**src/rtl/pipe_pkg.sv**
```systemverilog
// rtl/pipe_pkg.sv - shared pipeline constants and destination-tag type for forwarding/hazard logic
package pipe_pkg;

    localparam int RN_W = 5;

    localparam logic [1:0] FWD_RF     = 2'b00;
    localparam logic [1:0] FWD_EXALU  = 2'b01;
    localparam logic [1:0] FWD_MEMALU = 2'b10;
    localparam logic [1:0] FWD_MEMLD  = 2'b11;

    typedef struct packed {
        logic            wreg;
        logic            m2reg;
        logic [RN_W-1:0] rn;
    } dest_tag_t;

    localparam dest_tag_t TAG_BUBBLE = '0;

endpackage

```
**src/rtl/fwd_sel.sv**
```systemverilog
// rtl/fwd_sel.sv - combinational forwarding select for a single source operand
module fwd_sel
    import pipe_pkg::*;
#(
    parameter int REG_W = RN_W
) (
    input  logic             id_valid,
    input  logic             use_src,
    input  logic [REG_W-1:0] src,
    input  dest_tag_t        e_tag,
    input  dest_tag_t        m_tag,
    output logic [1:0]       sel
);

    // Youngest producer wins; a load in EX cannot forward, so it falls through to MEM.
    always_comb begin
        sel = FWD_RF;
        if (id_valid && use_src && (src != '0)) begin
            if (e_tag.wreg && !e_tag.m2reg && (e_tag.rn == src)) begin
                sel = FWD_EXALU;
            end else if (m_tag.wreg && (m_tag.rn == src)) begin
                sel = m_tag.m2reg ? FWD_MEMLD : FWD_MEMALU;
            end
        end
    end

endmodule

```
**src/rtl/fwd_hazard_unit.sv**
```systemverilog
// rtl/fwd_hazard_unit.sv - ID-stage forwarding and load-use stall controller; counters under FWD_HAZARD_STATS_EN
module fwd_hazard_unit
    import pipe_pkg::*;
#(
    parameter int REG_W = RN_W,
    parameter int CNT_W = 32
) (
    input  logic             clk,
    input  logic             rst,
    input  logic             id_valid,
    input  logic [REG_W-1:0] id_rs,
    input  logic [REG_W-1:0] id_rt,
    input  logic             id_use_rs,
    input  logic             id_use_rt,
    input  logic             id_wreg,
    input  logic             id_m2reg,
    input  logic [REG_W-1:0] id_rn,
    input  logic             flush,
    output logic [1:0]       fwda,
    output logic [1:0]       fwdb,
    output logic             stall,
    output logic [CNT_W-1:0] stall_cnt,
    output logic [CNT_W-1:0] fwd_cnt
);

    dest_tag_t e_tag;
    dest_tag_t m_tag;
    dest_tag_t id_tag;
    logic      issue;
    logic      hit_rs;
    logic      hit_rt;

    assign id_tag = '{wreg: id_wreg, m2reg: id_m2reg, rn: id_rn};

    // A stalled or flushed instruction must not enter EX; it becomes a bubble there.
    assign issue = id_valid && !stall && !flush;

    fwd_sel #(.REG_W(REG_W)) u_sel_a (
        .id_valid (id_valid),
        .use_src  (id_use_rs),
        .src      (id_rs),
        .e_tag    (e_tag),
        .m_tag    (m_tag),
        .sel      (fwda)
    );

    fwd_sel #(.REG_W(REG_W)) u_sel_b (
        .id_valid (id_valid),
        .use_src  (id_use_rt),
        .src      (id_rt),
        .e_tag    (e_tag),
        .m_tag    (m_tag),
        .sel      (fwdb)
    );

    // Load in EX whose result ID needs right now: data only exists after MEM, so hold one cycle.
    always_comb begin
        hit_rs = id_use_rs && (e_tag.rn == id_rs);
        hit_rt = id_use_rt && (e_tag.rn == id_rt);
        stall  = id_valid && e_tag.wreg && e_tag.m2reg && (e_tag.rn != '0) && (hit_rs || hit_rt);
    end

    // Shadow the EX/MEM destination tags, advancing one stage per cycle.
    always_ff @(posedge clk) begin
        if (rst) begin
            e_tag <= TAG_BUBBLE;
            m_tag <= TAG_BUBBLE;
        end else begin
            m_tag <= e_tag;
            e_tag <= issue ? id_tag : TAG_BUBBLE;
        end
    end

`ifdef FWD_HAZARD_STATS_EN
    logic [CNT_W-1:0] stall_cnt_q;
    logic [CNT_W-1:0] fwd_cnt_q;
    logic             fwd_used;

    assign fwd_used = ((fwda != FWD_RF) || (fwdb != FWD_RF)) && !stall;

    // Saturating event counters for stall cycles and cycles that consumed a forwarded value.
    always_ff @(posedge clk) begin
        if (rst) begin
            stall_cnt_q <= '0;
            fwd_cnt_q   <= '0;
        end else begin
            if (stall && (stall_cnt_q != '1)) begin
                stall_cnt_q <= stall_cnt_q + 1'b1;
            end
            if (fwd_used && (fwd_cnt_q != '1)) begin
                fwd_cnt_q <= fwd_cnt_q + 1'b1;
            end
        end
    end

    assign stall_cnt = stall_cnt_q;
    assign fwd_cnt   = fwd_cnt_q;
`else
    assign stall_cnt = '0;
    assign fwd_cnt   = '0;
`endif

endmodule
```
**config.mk**
```make
export PLATFORM = sky130hd
export DESIGN_NAME = fwd_hazard_unit
export DESIGN_NICKNAME = d
export VERILOG_FILES = /design/src/rtl/pipe_pkg.sv /design/src/rtl/fwd_sel.sv /design/src/rtl/fwd_hazard_unit.sv
export SDC_FILE = /design/constraint.sdc
export NUM_CORES = 1
export LEC_CHECK = 0
export ABC_AREA = 1
export BUFFER_PORTS_ARGS = -buffer_cell sky130_fd_sc_hd__buf_2
export CELL_PAD_IN_SITES_DETAIL_PLACEMENT = 1
export CELL_PAD_IN_SITES_GLOBAL_PLACEMENT = 1
export CORE_ASPECT_RATIO = 1.4
export CORE_UTILIZATION = 27
export DETAILED_ROUTE_END_ITERATION = 7
export PLACE_DENSITY = 0.81
export SYNTH_ARGS = -nofsm -noshare
export SYNTH_HDL_FRONTEND = slang
export SYNTH_SLANG_ARGS = --single-unit
export TNS_END_PERCENT = 10
```
**constraint.sdc**
```tcl
create_clock -name clk -period 1.5 [get_ports clk]
set_input_delay 0.3 -clock clk [delete_from_list [all_inputs] [get_ports clk]]
set_output_delay 0.3 -clock clk [all_outputs]
set_load 0.01 [all_outputs]
```
==> flow_summary.rst <==
.. list-table::
   :header-rows: 1

   * - Metric
     - Value
   * - Effective utilization at floorplan
     - ~29%
   * - DP Wirelength
     - ~2400 um
   * - Die Span Y
     - 85.2 um
   * - Buffer count from post-CTS setup fixing
     - 0
   * - Area of the mapped netlist
     - 1340 um^2
   * - First-pass GRT wire length
     - 3820 um
   * - Max-slew violation count
     - 0
   * - # IOs
     - 92
   * - RD Place Congestion
     - about 0.86
   * - Clock tree root buffer cell
     - clkbuf_8
   * - Ratio of total power to cell area
     - 676 nW/um^2
   * - Violation count after the first detailed-routing iteration
     - 11
   * - Count of vias placed by the detailed router
     - around 1000
   * - Number of vias per cell
     - ~3.6
   * - Count of mapped cells out of synthesis
     - approximately 190
   * - Critical path cell sequence
     - inv_2 > nand2_1 > nand2_2 > nor2_4 > nand4_1 > nand2_1 > nand2_2 > inv_1 > buf_2
   * - Total overflow reported by the global router
     - 0
   * - Number of different library cells in the post-synthesis netlist
     - 20
   * - Horizontal die dimension
     - between 60 and 70 um
   * - Net count of the finished layout
     - between 200 and 250
   * - Setup skew after layout
     - approximately 3.6 ps
   * - Synth Warn #
     - 0
   * - Period utilization
     - 111%
   * - Number of nets still failing antenna checks after routing
     - 0
   * - Mean instance size in the synthesized netlist
     - 6.92 um^2
   * - Vias in the first global route
     - 935
   * - Max-cap violation count
     - 0
   * - Number of buffer cells added on primary ports
     - 27
   * - Seq cells post-synth
     - 14
   * - Min Clock Period, post-route
     - 1670 ps
   * - Wirelength, routed
     - 2630 um
   * - Later-pin clock latency in the skew report
     - around 240 ps
   * - Initial antenna violation count
     - 0
   * - Floorplan die area
     - roughly 5200 um^2
   * - Routed len/inst
     - 9.25 um
   * - Arr. time, crit path
     - 1370 ps
   * - Number of failing hold endpoints at the final stage
     - 0
   * - F_max
     - ~600 MHz
   * - # diodes
     - 0
   * - Utilization after layout
     - between 30% and 40%
   * - Final worst-path setup slack
     - -168 ps
   * - DP Worst Slack
     - -32.5 ps
   * - Critical Path Fanout Max
     - 4
   * - Fill cell total of the finished layout
     - ~650
   * - Count of hold buffers inserted by post-cts repair
     - 0
   * - Leakage power figure
     - about 0.79 nW
   * - Count of unresolved DRC violations after routing
     - 0
   * - Path type of the worst min-delay path
     - in -> reg
   * - Failing checks
     - setup timing
   * - First drt pass iteration count
     - 4
   * - Final setup violation count
     - 5
   * - Peak supply drop
     - ~0.21 mV
   * - H-tree depth
     - 1
   * - Result of the run
     - finished, violations left
   * - Clock tree from TritonCTS
     - done
   * - Unrepaired setup endpoints after global routing
     - true
   * - Largest buffer count on any clock path
     - 2
   * - Clock-pin transition on the worst setup and hold timing paths
     - 60 ps
   * - Sort of element at the start of the critical path
     - flop
   * - Buffers & Inverters on Critical Path
     - 3
   * - Num Clock Sinks
     - 14
   * - Share of layout cells above drive strength 1
     - 30.2%
   * - Crit path capture type
     - output port
   * - Layout overhead on the synthesized area
     - 5.81%
   * - Number of cell rows
     - 29
   * - Max stage delay cell, worst path
     - dfxtp_4
   * - Area of the core
     - ~4600 um^2
   * - All-Layer GR Usage
     - between 9 and 10%
   * - Kind of cell adding the most delay to the critical path
     - simple AND/OR/NAND/NOR gates
   * - Number of buffers created by CTS
     - 3
   * - Crit Path Category
     - reg -> out
   * - Delay of the slowest cell on the worst path
     - between 300 and 400 ps
   * - Pin count of the biggest net entering global routing
     - 9
   * - Req. time, crit path
     - between 1000 and 1500 ps
   * - Fraction of the yosys area taken by sequential cells
     - between 20% and 30%
==> worst reg2reg max path, cell delays in order (launching register included) <==
cell	delay [ps]
dfxtp_4	360
inv_2	40
nand2_1	60
nand2_2	70
nor2_4	130
nand4_1	100
nand2_1	110
nand2_2	80
nand2_4	130
nor2_2	40
==> per-layer routing <==
layer	wire [um]	track usage, %
met1	883	9.61
met2	1390	17.8
met3	242	1.98
met4	107	6.67
met5	0	0
==> cell type report <==
cell class              instances  area [um^2]  share of cell area, %
repair buffers                 27          135                   9.56
well taps                      62         77.6                   5.49
inverters                      26         97.6                   6.90
flip-flops and latches         14          294                   20.8
multi-input cells             151          754                   53.4
clock buffers                   4         55.1                   3.89
==> final timing paths <==
check / startpoint / end / slack (ps) / depth (start not counted)
setup / recovery: e_tag[0] / stall / -170 / 9
hold / removal: id_wreg / e_tag[6] / 280 / 3
setup reg to reg: e_tag[0] / e_tag[4] / 270 / 9
hold reg to reg: e_tag[5] / m_tag[5] / 450 / 2
==> where the power goes <==
part / switching (mW) / internal (mW) / total [mW]
combinational: 0.155 / 0.0604 / 0.215
clock: 0.122 / 0.232 / 0.354
sequential: 0.00808 / 0.379 / 0.387
total: 0.285 / 0.671 / 0.956
==> registers in the layout, summed over array words and instances (netlist names) <==
name / count
e_tag: 7
m_tag: 7
==> cell families after synthesis <==
logic type | after synthesis | synth area share [%]
compound gates | 3 | 1.12
xor+xnor | 12 | 7.87
buf+inv | 91 | 43.6
flops | 14 | 21.0
other cells | 1 | 0.281
simple gates | 72 | 26.1
==> repair_timing <==
action,4_1_cts,5_1_grt
setup endpoints to repair,5,5
pin swaps,6,9
gates resized for setup,5,17
==> synthesized netlist by cell type <==
master | number | area share (%)
buf_2 | 1 | 0.37
buf_4 | 64 | 36
nor2_2 | 10 | 4.7
nand2_1 | 27 | 7.6
conb_1 | 1 | 0.28
o21ai_0 | 1 | 0.37
nor3b_4 | 1 | 1.4
xnor2_1 | 6 | 3.9
nor3_1 | 5 | 1.9
nand4_1 | 5 | 2.3
nand2_2 | 1 | 0.47
inv_1 | 22 | 6.2
a21oi_1 | 1 | 0.37
xor2_1 | 6 | 3.9
inv_2 | 4 | 1.1
nor2_1 | 14 | 3.9
nand3_1 | 8 | 3.0
dfxtp_1 | 14 | 21
nand2_4 | 1 | 0.84
o21ai_1 | 1 | 0.37
==> stage by stage <==
stage	TNS, ps	area [um^2]	power [mW]	instances	hold slack [ps]
2_1_floorplan	0	1570	0.661	256	417
3_3_place_gp	-43.7	1300	0.595	280	433
3_5_place_dp	-58.3	1300	0.598	280	446
4_1_cts	-919	1360	0.960	284	273
5_1_grt	-1160	1410	1.01	284	276
6_report	-658	1410	0.956	284	276
==> cell usage in the layout (no fill, tap or decap), drive strengths merged <==
| cell | instances |
|---|---|
| a21oi | 1 |
| buf | 27 |
| clkbuf | 4 |
| conb | 64 |
| dfxtp | 14 |
| inv | 26 |
| nand2 | 29 |
| nand3 | 8 |
| nand4 | 5 |
| nor2 | 24 |
| nor3 | 5 |
| nor3b | 1 |
| o21ai | 2 |
| xnor2 | 6 |
| xor2 | 6 |
Power figures use the tool's default switching activity.
